[config.mk]
export PLATFORM = sky130hd
export DESIGN_NAME = instr_sequencer_flat
export DESIGN_NICKNAME = d
export VERILOG_FILES = /design/src/rtl/cpu_defs.sv /design/src/rtl/instr_sequencer_if.sv /design/src/rtl/alu_decode.sv /design/src/rtl/instr_sequencer.sv /design/src/flat_wrapper.sv
export SDC_FILE = /design/constraint.sdc
export NUM_CORES = 1
export LEC_CHECK = 0
export BUFFER_PORTS_ARGS = -buffer_cell sky130_fd_sc_hd__buf_2
export CORE_ASPECT_RATIO = 0.7
export CORE_MARGIN = 10
export CORE_UTILIZATION = 57
export CTS_CLUSTER_SIZE = 30
export DETAILED_ROUTE_END_ITERATION = 8
export MAX_ROUTING_LAYER = met4
export PLACE_DENSITY = 0.84
export SLEW_MARGIN = 20
export SYNTH_ARGS = -nofsm -noshare
export SYNTH_HDL_FRONTEND = slang
export SYNTH_HIERARCHICAL = 1
export SYNTH_SLANG_ARGS = --single-unit
[constraint.sdc]
create_clock -name clk -period 8.8 [get_ports clk]
set_input_delay 0.44 -clock clk [delete_from_list [all_inputs] [get_ports clk]]
set_output_delay 0.44 -clock clk [all_outputs]
set_load 0.005 [all_outputs]
[src/rtl/cpu_defs.sv]
// rtl/cpu_defs.sv - shared opcode, ALU code and sequencer state definitions
package cpu_defs;

    localparam logic [5:0] OP_R    = 6'b000000;
    localparam logic [5:0] OP_J    = 6'b000010;
    localparam logic [5:0] OP_BEQ  = 6'b000100;
    localparam logic [5:0] OP_ADDI = 6'b001000;
    localparam logic [5:0] OP_LW   = 6'b100011;
    localparam logic [5:0] OP_SW   = 6'b101011;

    // ALU codes share the R-type funct encoding so R instructions pass straight through
    localparam logic [5:0] ALU_ADD = 6'b100000;
    localparam logic [5:0] ALU_SUB = 6'b100010;
    localparam logic [5:0] ALU_AND = 6'b100100;
    localparam logic [5:0] ALU_OR  = 6'b100101;
    localparam logic [5:0] ALU_SLT = 6'b101010;

    typedef enum logic [2:0] {
        S_IDLE, S_FETCH, S_DECODE, S_EXEC, S_MEM, S_WB, S_HALT
    } state_t;

    typedef enum logic [2:0] {
        C_R, C_ADDI, C_LW, C_SW, C_BEQ, C_J
    } iclass_t;

endpackage

[src/rtl/instr_sequencer_if.sv]
// rtl/instr_sequencer_if.sv - control/strobe bundle between sequencer and datapath
interface instr_sequencer_if #(
    parameter int CNT_W = 32
);
    logic             run;
    logic             step_req;
    logic [5:0]       op_control;
    logic [5:0]       funct_control;
    logic             zero;
    logic             store;
    logic             w_reg;
    logic             w_data;
    logic [5:0]       op_alu;
    logic             busy;
    logic             step_ack;
    logic             halted;
    logic [CNT_W-1:0] instr_count;

    modport master (
        output run, step_req, op_control, funct_control, zero,
        input  store, w_reg, w_data, op_alu, busy, step_ack, halted, instr_count
    );

    modport slave (
        input  run, step_req, op_control, funct_control, zero,
        output store, w_reg, w_data, op_alu, busy, step_ack, halted, instr_count
    );
endinterface

[src/rtl/alu_decode.sv]
// rtl/alu_decode.sv - opcode/funct to ALU operation, instruction class and legality
module alu_decode
    import cpu_defs::*;
(
    input  logic [5:0] op,
    input  logic [5:0] funct,
    output logic [5:0] alu,
    output logic       alu_upd,
    output logic       legal,
    output iclass_t    cls
);
    always_comb begin
        alu     = ALU_ADD;
        alu_upd = 1'b1;
        legal   = 1'b1;
        cls     = C_R;
        case (op)
            OP_R:    alu = funct;
            OP_ADDI: cls = C_ADDI;
            OP_LW:   cls = C_LW;
            OP_SW:   cls = C_SW;
            OP_BEQ: begin
                alu = ALU_SUB;
                cls = C_BEQ;
            end
            // J leaves the previous ALU operation in place
            OP_J: begin
                alu_upd = 1'b0;
                cls     = C_J;
            end
            default: begin
                alu_upd = 1'b0;
                legal   = 1'b0;
            end
        endcase
    end
endmodule

[src/rtl/instr_sequencer.sv]
// rtl/instr_sequencer.sv - multi-cycle FETCH/DECODE/EXEC/MEM/WB control FSM
// with run/single-step control, retire counter and halt on illegal opcode.
module instr_sequencer
    import cpu_defs::*;
#(
    parameter int MEM_LAT = 1,
    parameter int CNT_W   = 32
) (
    input logic               clk,
    input logic               rst,
    instr_sequencer_if.slave  bus
);
    localparam int MW = (MEM_LAT > 1) ? $clog2(MEM_LAT) : 1;
    localparam logic [MW-1:0] MEM_LAST = MW'(MEM_LAT - 1);

    state_t           state_q, state_d;
    iclass_t          cls_q, cls_d;
    logic [MW-1:0]    cnt_q, cnt_d;
    logic             step_q, step_d;
    logic             store_q, store_d;
    logic             w_reg_q, w_reg_d;
    logic             w_data_q, w_data_d;
    logic [5:0]       op_alu_q, op_alu_d;
    logic             busy_q, busy_d;
    logic             step_ack_q, step_ack_d;
    logic             halted_q, halted_d;
    logic [CNT_W-1:0] count_q, count_d;

    logic [5:0] dec_alu;
    logic       dec_alu_upd, dec_legal;
    iclass_t    dec_cls;
    logic       mem_done_d, retire_d;
    logic       unused_zero;

    assign unused_zero = bus.zero;

    alu_decode u_alu_decode (
        .op      (bus.op_control),
        .funct   (bus.funct_control),
        .alu     (dec_alu),
        .alu_upd (dec_alu_upd),
        .legal   (dec_legal),
        .cls     (dec_cls)
    );

    always_comb begin
        state_d  = state_q;
        cls_d    = cls_q;
        cnt_d    = cnt_q;
        step_d   = step_q;
        op_alu_d = op_alu_q;
        // store_q marks the retire cycle of every instruction class
        if (store_q) begin
            step_d  = 1'b0;
            state_d = (!step_q && bus.run) ? S_FETCH : S_IDLE;
        end else begin
            case (state_q)
                S_IDLE: begin
                    if (bus.run) begin
                        state_d = S_FETCH;
                    end else if (bus.step_req) begin
                        state_d = S_FETCH;
                        step_d  = 1'b1;
                    end
                end
                S_FETCH:  state_d = S_DECODE;
                S_DECODE: begin
                    cls_d = dec_cls;
                    if (dec_alu_upd) op_alu_d = dec_alu;
                    state_d = dec_legal ? S_EXEC : S_HALT;
                end
                S_EXEC: begin
                    cnt_d   = '0;
                    state_d = (cls_q == C_LW || cls_q == C_SW) ? S_MEM : S_WB;
                end
                S_MEM: begin
                    if (cnt_q == MEM_LAST) state_d = S_WB;
                    else                   cnt_d   = cnt_q + 1'b1;
                end
                S_HALT:  state_d = S_HALT;
                default: state_d = S_IDLE;
            endcase
        end

        // Outputs are decoded from the next state so they line up with it once registered
        mem_done_d = (state_d == S_MEM) && (cnt_d == MEM_LAST);
        retire_d   = ((state_d == S_EXEC) && (cls_d == C_BEQ || cls_d == C_J))
                   || (mem_done_d && cls_d == C_SW)
                   || (state_d == S_WB);
        store_d    = retire_d;
        w_reg_d    = (state_d == S_WB);
        w_data_d   = mem_done_d && (cls_d == C_SW);
        step_ack_d = retire_d && step_d;
        count_d    = count_q + CNT_W'(retire_d);
        busy_d     = !(state_d == S_IDLE || state_d == S_HALT);
        halted_d   = halted_q || (state_d == S_HALT);
    end

    always_ff @(posedge clk or posedge rst) begin
        if (rst) begin
            state_q    <= S_IDLE;
            cls_q      <= C_R;
            cnt_q      <= '0;
            step_q     <= 1'b0;
            store_q    <= 1'b0;
            w_reg_q    <= 1'b0;
            w_data_q   <= 1'b0;
            op_alu_q   <= '0;
            busy_q     <= 1'b0;
            step_ack_q <= 1'b0;
            halted_q   <= 1'b0;
            count_q    <= '0;
        end else begin
            state_q    <= state_d;
            cls_q      <= cls_d;
            cnt_q      <= cnt_d;
            step_q     <= step_d;
            store_q    <= store_d;
            w_reg_q    <= w_reg_d;
            w_data_q   <= w_data_d;
            op_alu_q   <= op_alu_d;
            busy_q     <= busy_d;
            step_ack_q <= step_ack_d;
            halted_q   <= halted_d;
            count_q    <= count_d;
        end
    end

    assign bus.store       = store_q;
    assign bus.w_reg       = w_reg_q;
    assign bus.w_data      = w_data_q;
    assign bus.op_alu      = op_alu_q;
    assign bus.busy        = busy_q;
    assign bus.step_ack    = step_ack_q;
    assign bus.halted      = halted_q;
    assign bus.instr_count = count_q;
endmodule
[src/flat_wrapper.sv]
// flat-port wrapper written by rule: the top's interface ports become plain ports
module instr_sequencer_flat import cpu_defs::*;
#(
    parameter int MEM_LAT = 1,
    parameter int CNT_W   = 32
)
  (clk, rst, bus_run, bus_step_req, bus_op_control, bus_funct_control, bus_zero, bus_store, bus_w_reg, bus_w_data, bus_op_alu, bus_busy, bus_step_ack, bus_halted, bus_instr_count);
  instr_sequencer_if #(.CNT_W(CNT_W)) bus_i ();
  input logic clk;
  input logic rst;
  input wire logic [$bits(bus_i.run)-1:0] bus_run;
  input wire logic [$bits(bus_i.step_req)-1:0] bus_step_req;
  input wire logic [$bits(bus_i.op_control)-1:0] bus_op_control;
  input wire logic [$bits(bus_i.funct_control)-1:0] bus_funct_control;
  input wire logic [$bits(bus_i.zero)-1:0] bus_zero;
  output wire logic [$bits(bus_i.store)-1:0] bus_store;
  output wire logic [$bits(bus_i.w_reg)-1:0] bus_w_reg;
  output wire logic [$bits(bus_i.w_data)-1:0] bus_w_data;
  output wire logic [$bits(bus_i.op_alu)-1:0] bus_op_alu;
  output wire logic [$bits(bus_i.busy)-1:0] bus_busy;
  output wire logic [$bits(bus_i.step_ack)-1:0] bus_step_ack;
  output wire logic [$bits(bus_i.halted)-1:0] bus_halted;
  output wire logic [$bits(bus_i.instr_count)-1:0] bus_instr_count;
  assign bus_i.run = bus_run;
  assign bus_i.step_req = bus_step_req;
  assign bus_i.op_control = bus_op_control;
  assign bus_i.funct_control = bus_funct_control;
  assign bus_i.zero = bus_zero;
  assign bus_store = bus_i.store;
  assign bus_w_reg = bus_i.w_reg;
  assign bus_w_data = bus_i.w_data;
  assign bus_op_alu = bus_i.op_alu;
  assign bus_busy = bus_i.busy;
  assign bus_step_ack = bus_i.step_ack;
  assign bus_halted = bus_i.halted;
  assign bus_instr_count = bus_i.instr_count;
  instr_sequencer #(.MEM_LAT(MEM_LAT), .CNT_W(CNT_W)) u_core (.clk(clk), .rst(rst), .bus(bus_i));
endmodule
**Word-level counts from Yosys, hierarchy flattened**

Cells that the tools add are included.

- Multiplexer cells: 21
- Bitwise logic cells: 2
- Reductions and logical operators: 19
- $add $sub $neg: 2
- Equality and inequality tests: 19

Operators by type and width:

| cell | count |
|---|---|
| 32-bit by 1-bit adder with 32-bit output | 1 |
| 3-bit == test, second input constant | 7 |
| 3-bit two-way mux | 7 |
| 3-bit by 2-bit == test with 1-bit output, second input constant | 6 |
| 3-bit one-hot mux with 6 select lines | 1 |
| 3-bit one-hot mux with 5 select lines | 1 |
| 6-bit == test, second input constant | 2 |
| 6-bit one-hot mux with 2 select lines | 1 |
| 1-bit two-way mux | 10 |
| 6-bit by 2-bit == test with 1-bit output, second input constant | 1 |
| 6-bit by 3-bit == test with 1-bit output, second input constant | 1 |
| 6-bit by 4-bit == test with 1-bit output, second input constant | 1 |
| 3-bit logical NOT | 2 |
| 6-bit logical NOT | 1 |
| 1-bit logical OR | 6 |
| 6-bit OR reduction | 1 |
| 1-bit logical AND | 5 |
| 5-bit OR reduction | 1 |
| 3-bit by 1-bit == test with 1-bit output, second input constant | 1 |
| 3-bit AND reduction | 1 |
| 1-bit logical NOT | 2 |
| 1-bit NOT | 2 |
| 1-bit one-hot mux with 2 select lines | 1 |
| 1-bit adder, second input constant | 1 |

- Word-level logic and storage cells: 75
- Output and inout port bits: 44
- Register bits after elaboration: 52
- Bits of input ports: 17

**Depth between registers and ports, before layout**

Gate-level depths: netlist (run 1).

- Depth after elaboration: 12
- Gate-level depth with buffers: 14
- Gate-level depth less buffers: 13

**Hierarchy**

The synthesis (run 1) kept the hierarchy.

Modules (own cells, without submodules):

| module | sequential area each (sq um) | cells an instance | area each (sq um) | instances |
|---|---|---|---|---|
| instr_sequencer | 1301.2 | 200 | 2379.8 | 1 |
| alu_decode | 0.0 | 28 | 181.4 | 1 |

**Least setup slack after synthesis (run 1)**

Ideal clock, no wire load.

- Kind: in2reg
- From: in bus_op_control[2]
- To: reg u_core.count_q[30], in the netlist u_core/bus.instr_count[30]
- Required time: 8.677 ns
- Slack: 5.763 ns
- Data arrival time: 2.914 ns
- Path buffers: 1
- Stages: 14
- Library setup time: 0.123 ns
- Cells stage by stage: buf_6 > a21oi_1 > o21ai_0 > a21oi_1 > nand3b_1 > a211oi_1 > a211oi_2 > o21ai_0 > ha_1 > ha_1 > nand2_1 > nor4_4 > nand4_1 > xnor2_1

- Word-level cells in the longest chain between the ends: 12
- Elaborated cells on any way between the ends: 27
- Classes of those cells: add/sub (1); eq/ne (11); mux (7); reduce/logical (8)

RTL lines:

| item | RTL line | text |
|---|---|---|
| start: declaration | flat_wrapper.sv:13 | `input wire logic [$bits(bus_i.op_control)-1:0] bus_op_control;` |
| 6-bit by 2-bit == test with 1-bit output (tied with other cells) | alu_decode.sv:17 | `case (op)` |
| 6-bit OR reduction (no line) * | -- |  |
| 1-bit two-way mux * | alu_decode.sv:17 |  |
| net u_core.dec_legal | instr_sequencer.sv:30 | `logic dec_alu_upd, dec_legal;` |
| 3-bit two-way mux * | instr_sequencer.sv:70 | `state_d = dec_legal ? S_EXEC : S_HALT;` |
| 3-bit one-hot mux with 6 select lines * | instr_sequencer.sv:57 | `case (state_q)` |
| 3-bit two-way mux * | instr_sequencer.sv:53 | `if (store_q) begin` |
| 3-bit == test | instr_sequencer.sv:86 | `mem_done_d = (state_d == S_MEM) && (cnt_d == MEM_LAST);` |
| 1-bit logical AND | instr_sequencer.sv:86 |  |
| 1-bit logical AND | instr_sequencer.sv:88 | `\|\| (mem_done_d && cls_d == C_SW)` |
| 1-bit logical OR | instr_sequencer.sv:88 |  |
| 1-bit logical OR * | instr_sequencer.sv:89 | `\|\| (state_d == S_WB);` |
| net u_core.retire_d | instr_sequencer.sv:32 | `logic mem_done_d, retire_d;` |
| 32-bit by 1-bit adder with 32-bit output * | instr_sequencer.sv:94 | `count_d = count_q + CNT_W'(retire_d);` |
| net u_core.count_d[30] | instr_sequencer.sv:27 | `logic [CNT_W-1:0] count_q, count_d;` |
| end signal: assignment | instr_sequencer.sv:125 | `count_q <= count_d;` |
| end: declaration | instr_sequencer.sv:27 |  |

The timed path passes the listed nets; every way through them passes the cells marked *.
A chain may end at the register's enable or synchronous reset.

**Worst setup path after layout (run 1)**

- From: in bus_op_control[0]
- To: reg u_core.count_q[22], in the netlist u_core/bus.instr_count[22]

Same word-level chain as after synthesis.

==> impl_metrics.env, run 1 <==
export IMPL_grt_first_pass_wirelength_um=9420
export IMPL_multiplexer_share_of_the_synthesized_area_pct=4.35
export IMPL_fin_crit_ns=3.57
export IMPL_worst_slew_margin_rel_pct=40.0
export IMPL_finClkSkew_ns=0.0117
export IMPL_critPathLaunchType="input port"
export IMPL_path_clk_slew_ns=0.10
export IMPL_path_buf_inv=1
export IMPL_floorplan_die_height_um=76.1
export IMPL_synth_seq_area_share_pct=50.8
export IMPL_number_of_gates_resized_after_cts=0
export IMPL_top_level_ports=61
export IMPL_detailedRoute_firstPassIterationCount=4
export IMPL_power_leakage_nw=1.44
export IMPL_criticalPathCategory="in -> reg"
export IMPL_crit_path_end_kind="flip-flop"
export IMPL_max_freq_ghz=0.280
export IMPL_largest_reg_flops=32
export IMPL_start_util_pct=59.2
export IMPL_grt_max_degree=53
export IMPL_tightestPinTransition_ns=0.897
export IMPL_core_area_mm2=0.00433
export IMPL_max_vdd_ir_drop_v=0.000129
export IMPL_synth_async_reset_ratio_pct=100
export IMPL_cpMostUsedCell="sky130_fd_sc_hd__ha_1"
export IMPL_yosys_cell_types_count=48
export IMPL_post_synth_main_area_contributors="sky130_fd_sc_hd__dfrtp_1, sky130_fd_sc_hd__xnor2_1, sky130_fd_sc_hd__mux2_2"
export IMPL_synthesis_nets=247
export IMPL_synth_top_area_share_pct=50.8
export IMPL_grt_antenna_before_repair=0
export IMPL_place_detailed_hpwl_um=4140
export IMPL_post_route_util_pct=68.9
export IMPL_area_fraction_in_and_or_nand_and_nor_cells_after_synthesis_pct=24.6
export IMPL_diodes=0
export IMPL_clkLatencyLatePin_ns=0.31
export IMPL_drt_wl_total_um=5650
export IMPL_ctsHtreeMaxLevel=2
export IMPL_min_delay_path_class="in -> async"
export IMPL_dr_total_vias=1925
export IMPL_path_delay_family="simple AND/OR/NAND/NOR gates"
export IMPL_post_cts_setup_buffer_count=0
export IMPL_synth_top_flop_cell="sky130_fd_sc_hd__dfrtp_1"
export IMPL_total_cts_buffers=5
export IMPL_worstPathRequired_ns=9.00
export IMPL_syn_instance_count=228
export IMPL_power_w=0.000621
export IMPL_drt_antenna_violating_nets=0
export IMPL_synth_warning_count=6
export IMPL_floorplan_die_area_mm2=0.00762
export IMPL_synth_enable_flop_cells=0
export IMPL_groute_usage_overall_pct=15.3
export IMPL_drt_initial_drc_count=64
export IMPL_buffer_ports_inserted=59
export IMPL_globalplace_congestion=0.807
export IMPL_cpMaxStageDelayCell="sky130_fd_sc_hd__nor4_4"
export IMPL_layout_drive_gt1_share_pct=30.1
export IMPL_die_x_um=100
export IMPL_synth_avg_cell_area_um2=11.2
export IMPL_synthAdderAreaFrac_pct=0.977
export IMPL_drc=0
export IMPL_routed_via_density=5.60
export IMPL_clock_tree_root_cell="sky130_fd_sc_hd__clkbuf_8"
export IMPL_timing_final_max_slew_violations=0
export IMPL_critPathArrivalTime_ns=3.77
export IMPL_grt_pass1_vias=1873
export IMPL_critical_path_cell_chain="buf_2 -> nand3_1 -> or2_1 -> a21oi_1 -> nand3b_1 -> a211oi_1 -> a211oi_2 -> o21ai_0 -> ha_1 -> ha_1 -> nand2_1 -> nor4_4 -> nand4b_1 -> xnor2_1"
export IMPL_post_synth_xor_area_fraction_pct=10.6
export IMPL_worst_path_max_fanout=10
export IMPL_synth_seq_cells=52
export IMPL_fin_crit_sh_pct=40.6
export IMPL_gr_total_overflow=0
export IMPL_final_design_area_no_fill_mm2=0.00298
export IMPL_ctsHoldBuffers=0
export IMPL_final_net_count=307
export IMPL_netlist_top_cell_by_area="sky130_fd_sc_hd__dfrtp_1"
export IMPL_wl_per_cell_um=16.4
export IMPL_syn_std_cell_area_mm2=0.00256
export IMPL_status="complete, no violations"
export IMPL_drv_cap=0
export IMPL_power_density_mw_per_mm2=208
export IMPL_clock_path_buffers=2
export IMPL_tritoncts="done"
export IMPL_post_place_cells=336
export IMPL_final_hold_vio_count=0
export IMPL_setup_tns_ns=0
export IMPL_finish_cell_count_without_fillers=344
export IMPL_cts_num_sinks=52
export IMPL_combinational_family_with_the_most_area_after_synthesis="simple AND/OR/NAND/NOR gates"
export IMPL_critPathMaxStageDelay_ns=0.50
export IMPL_post_dp_area_mm2=0.00289
export IMPL_flow_area_growth_from_synthesis_pct=16.5
export IMPL_synth_compound_area_share_pct=6.35
export IMPL_rsz0062_at_grt="false"
export IMPL_setup_violations=0
export IMPL_floorplan_rows=20
[cell usage after synthesis, types with 5 or more instances]
cell,number
sky130_fd_sc_hd__nand3_1,15
sky130_fd_sc_hd__nand2_1,12
sky130_fd_sc_hd__xnor2_1,27
sky130_fd_sc_hd__a21oi_1,7
sky130_fd_sc_hd__inv_1,5
sky130_fd_sc_hd__nor2_1,11
sky130_fd_sc_hd__mux2_2,9
sky130_fd_sc_hd__and2_1,7
sky130_fd_sc_hd__nand4_1,11
sky130_fd_sc_hd__nand2b_1,7
sky130_fd_sc_hd__dfrtp_1,52
[layer usage]
metal	GRT usage (%)	wire length, um
met1	20.8	2740
met2	20.9	2500
met3	5.25	341
met4	4.51	61
met5	-	0
[layout by cell type, fill, tap and decap left out, types with 2 or more instances in the layout]
master,n
sky130_fd_sc_hd__a211oi_1,3
sky130_fd_sc_hd__a21o_1,3
sky130_fd_sc_hd__a21oi_1,7
sky130_fd_sc_hd__and2_1,7
sky130_fd_sc_hd__and2b_1,2
sky130_fd_sc_hd__and3_1,4
sky130_fd_sc_hd__and4_1,3
sky130_fd_sc_hd__buf_2,59
sky130_fd_sc_hd__clkbuf_8,6
sky130_fd_sc_hd__clkinvlp_4,2
sky130_fd_sc_hd__dfrtp_1,52
sky130_fd_sc_hd__ha_1,2
sky130_fd_sc_hd__inv_1,4
sky130_fd_sc_hd__mux2_2,9
sky130_fd_sc_hd__nand2_1,12
sky130_fd_sc_hd__nand2b_1,7
sky130_fd_sc_hd__nand3_1,15
sky130_fd_sc_hd__nand3b_1,4
sky130_fd_sc_hd__nand4_1,11
sky130_fd_sc_hd__nand4b_1,4
sky130_fd_sc_hd__nor2_1,11
sky130_fd_sc_hd__nor3_1,4
sky130_fd_sc_hd__o21ai_0,3
sky130_fd_sc_hd__or3b_1,2
sky130_fd_sc_hd__xnor2_1,27
sky130_fd_sc_hd__xor2_1,4
[layout make-up]
cell class,count,area [um^2]
inverters,5,20.0
well taps,55,68.8
clock inverters,2,15.0
fillers,347,1350
repair buffers,59,295
multi-input cells,165,1200
flip-flops and latches,52,1300
clock buffers,6,82.6
[power by group]
group / internal, W / switching (W) / total [W]
clock: 0.0000638 / 0.0000808 / 0.000145
combinational: 0.0000760 / 0.0000793 / 0.000155
sequential: 0.000272 / 0.0000489 / 0.000321
[cell families after synthesis]
group / Yosys count
and+or+nand+nor: 99
DFF: 52
xor gates and xnor gates: 31
AOI/OAI and AO/OA: 23
buffers and inverters: 11
muxes: 10
adders and majority gates: 2
[per-stage QoR]
step                setup WS [ns]  hold slack (ns)
floorplan                    5.76            0.451
global placement             5.02            0.440
detailed placement           4.93            0.444
CTS                          5.26            0.420
global route                 4.89            0.327
finish                       5.23            0.271
[path summary, 6_finish.rpt]
| check | startpoint | to | slack [ns] | cells past startpoint |
|---|---|---|---|---|
| setup / recovery | bus_op_control[0] | u_core/bus.instr_count[22]$_DFF_PP0_ | 5.23 | 14 |
| hold / removal | rst | u_core/bus.instr_count[31]$_DFF_PP0_ | 0.27 | 2 |
| setup reg to reg | u_core/state_q[2]$_DFF_PP0_ | u_core/bus.instr_count[22]$_DFF_PP0_ | 5.40 | 10 |
| hold reg to reg | u_core/bus.halted$_DFF_PP0_ | u_core/bus.halted$_DFF_PP0_ | 0.46 | 1 |
| max in group asynchronous | rst | u_core/bus.op_alu[5]$_DFFE_PP0P_ | 8.00 | 2 |
| min in group clk | u_core/bus.halted$_DFF_PP0_ | u_core/bus.halted$_DFF_PP0_ | 0.46 | 1 |
Power figures use the tool's default switching activity.
==> run 2: changes to the inputs <==
--- a/config.mk
+++ b/config.mk
@@ -8,11 +8,11 @@
 export BUFFER_PORTS_ARGS = -buffer_cell sky130_fd_sc_hd__buf_2
 export CORE_ASPECT_RATIO = 0.7
 export CORE_MARGIN = 10
-export CORE_UTILIZATION = 57
+export CORE_UTILIZATION = 53
 export CTS_CLUSTER_SIZE = 30
 export DETAILED_ROUTE_END_ITERATION = 8
 export MAX_ROUTING_LAYER = met4
-export PLACE_DENSITY = 0.84
+export PLACE_DENSITY = 0.79
 export SLEW_MARGIN = 20
 export SYNTH_ARGS = -nofsm -noshare
 export SYNTH_HDL_FRONTEND = slang
==> constraint.sdc (replaced) <==
create_clock -name clk -period 3.51 [get_ports clk]
set_input_delay 0.1755 -clock clk [delete_from_list [all_inputs] [get_ports clk]]
set_output_delay 0.1755 -clock clk [all_outputs]
set_load 0.005 [all_outputs]
==> run 2 against run 1 <==
Utilization fell by 4.4 points. First-iteration DRC count up 4.7%. Sequential share of layout area decreased by 0.98 points. Total power increased to 2.6 times the previous value. Clock power rose to 3.0 times the previous value. Clock-buffer cell count increased by 1. Wire length is 4.2% lower. Global-route usage is 1.2 points lower. Sequential power grew 150%. Worst setup slack lost 4.8 ns. Largest cell class unchanged. Highest routed layer unchanged.
==> impl_metrics.env, run 2 (same netlist as run 1, synthesis figures left out) <==
export IMPL_status="complete, no violations"
export IMPL_core_area_mm2=0.00473
export IMPL_criticalPathCategory="reg -> reg"
export IMPL_drt_antenna_violating_nets=0
export IMPL_critPathLaunchType="flip-flop"
export IMPL_critPathArrivalTime_ns=3.28
export IMPL_max_freq_ghz=0.325
export IMPL_detailedRoute_firstPassIterationCount=4
export IMPL_critPathMaxStageDelay_ns=0.58
export IMPL_fin_crit_ns=3.08
export IMPL_r2r_start="u_core/state_q[2]$_DFF_PP0_"
export IMPL_grt_antenna_before_repair=0
export IMPL_die_x_um=103
export IMPL_place_detailed_hpwl_um=3940
export IMPL_worstPathRequired_ns=3.71
export IMPL_setup_tns_ns=0
export IMPL_crit_start="u_core/state_q[2]$_DFF_PP0_"
export IMPL_finClkSkew_ns=0.0102
export IMPL_groute_usage_overall_pct=14.1
export IMPL_final_cell_mix="sky130_fd_sc_hd__buf_2, sky130_fd_sc_hd__dfrtp_1, sky130_fd_sc_hd__xnor2_1"
export IMPL_clock_path_buffers=2
export IMPL_filler_cell_count=388
export IMPL_start_util_pct=54.2
export IMPL_final_hold_vio_count=0
export IMPL_grt_first_pass_wirelength_um=9180
export IMPL_grt_pass1_vias=1870
export IMPL_worst_slew_margin_rel_pct=42.7
export IMPL_cts_num_sinks=52
export IMPL_flow_area_growth_from_synthesis_pct=19.2
export IMPL_cpMaxStageDelayCell="sky130_fd_sc_hd__dfrtp_1"
export IMPL_wl_per_cell_um=15.4
export IMPL_drt_wl_total_um=5410
export IMPL_drc=0
export IMPL_routed_via_density=5.57
export IMPL_crit_path_end_kind="flip-flop"
export IMPL_fin_crit_sh_pct=87.8
export IMPL_power_density_mw_per_mm2=535
export IMPL_floorplan_die_area_mm2=0.00806
export IMPL_clock_tree_root_cell="sky130_fd_sc_hd__clkbuf_8"
export IMPL_post_cts_setup_buffer_count=0
export IMPL_drv_cap=0
export IMPL_r2r_setup_slack_ns=0.43
export IMPL_ctsHtreeMaxLevel=2
export IMPL_layout_drive_gt1_share_pct=31.3
export IMPL_tritoncts="done"
export IMPL_timing_reg2reg_worst_path_depth=11
export IMPL_setup_violations=0
export IMPL_ctsHoldBuffers=0
export IMPL_dr_total_vias=1955
export IMPL_floorplan_rows=21
export IMPL_top_level_ports=61
export IMPL_max_vdd_ir_drop_v=0.000276
export IMPL_timing_rr_end="u_core/bus.instr_count[24]$_DFF_PP0_"
export IMPL_layout_cells_most_common="sky130_fd_sc_hd__buf_2"
export IMPL_grt_max_degree=53
export IMPL_floorplan_die_height_um=78.2
export IMPL_min_delay_path_class="in -> async"
export IMPL_timing_final_max_slew_violations=0
export IMPL_gr_total_overflow=0
export IMPL_power_leakage_nw=1.49
export IMPL_diodes=0
export IMPL_final_net_count=312
export IMPL_clkLatencyLatePin_ns=0.31
export IMPL_rsz0062_at_grt="false"
export IMPL_globalplace_congestion=0.803
export IMPL_total_cts_buffers=5
export IMPL_number_of_gates_resized_after_cts=0
export IMPL_path_clk_slew_ns=0.09
export IMPL_hold_slack_ns=0.00621
export IMPL_largest_reg_flops=32
export IMPL_drt_initial_drc_count=67
export IMPL_critical_path_cell_chain="or3b_1 -> a211oi_1 -> a211oi_2 -> o21ai_0 -> ha_1 -> ha_1 -> nand2_1 -> nor4_4 -> buf_4 -> nand4b_1 -> xnor2_1"
export IMPL_worst_path_max_fanout=12
export IMPL_cpMostUsedCell="sky130_fd_sc_hd__ha_1"
export IMPL_buffer_ports_inserted=59
export IMPL_tightestPinTransition_ns=0.859
-- run 2: cell types whose count changed in the layout (fill, tap and decap cells not counted) --
cell | previous run | this run
sky130_fd_sc_hd__clkbuf_8 | 6 | 7
sky130_fd_sc_hd__clkinvlp_4 | 2 | 0
sky130_fd_sc_hd__bufinv_16 | 0 | 1
sky130_fd_sc_hd__buf_4 | 0 | 5
-- run 2: area by class of cell --
| type | instances | area [um^2] | share of cell area (%) |
|---|---|---|---|
| Clock inverter | 1 | 30.0 | 0.984 |
| Tap cell | 57 | 71.3 | 2.34 |
| Multi-Input combinational cell | 165 | 1200 | 39.3 |
| Timing Repair Buffer | 64 | 333 | 10.9 |
| Sequential cell | 52 | 1300 | 42.6 |
| Clock buffer | 7 | 96.3 | 3.16 |
| Inverter | 5 | 20.0 | 0.656 |
-- run 2: stage by stage --
| stage | instance area (um^2) | cells | util, % | worst slack [ns] | power [W] |
|---|---|---|---|---|---|
| 6_report | 3050 | 351 | 64.6 | 0.429 | 0.00163 |
| 5_1_grt | 3050 | 351 | 64.6 | 0.171 | 0.00175 |
| 4_1_cts | 3050 | 351 | 64.5 | 0.442 | 0.00165 |
| 3_5_place_dp | 2930 | 343 | 61.9 | 0.363 | 0.00121 |
| 3_3_place_gp | 2930 | 343 | 61.9 | 0.415 | 0.00119 |
| 2_1_floorplan | 2560 | 228 | - | 0.737 | 0.00108 |
-- run 2: worst max-delay path by stage --
stage	end	depth (start not counted)
finish	u_core/bus.instr_count[24]$_DFF_PP0_	11
global route	u_core/bus.instr_count[24]$_DFF_PP0_	11
CTS	u_core/bus.instr_count[24]$_DFF_PP0_	11
detailed placement	u_core/bus.instr_count[24]$_DFF_PP0_	16
global placement	u_core/bus.instr_count[30]$_DFF_PP0_	16
floorplan	u_core/bus.instr_count[30]$_DFF_PP0_	14
-- run 2: per-layer routing --
layer	track usage, %	routed length [um]
met1	19.7	2790
met2	18.8	2190
met3	4.20	336
met4	5.26	90
met5	-	0
-- run 2: critical path: cells and delay by family (launching register included) --
kind | cells | cell delay [ns]
AO/OA/AOI/OAI | 3 | 0.80
XOR/XNOR | 1 | 0.16
adder cells (fa/ha/maj) | 2 | 0.49
buffers and inverters | 1 | 0.22
flip-flops | 1 | 0.58
AND/OR/NAND/NOR | 4 | 0.74
-- run 2: power by group --
group | internal, W | switching [W]
registers | 0.000682 | 0.000119
clock network | 0.000252 | 0.000190
logic | 0.000198 | 0.000195
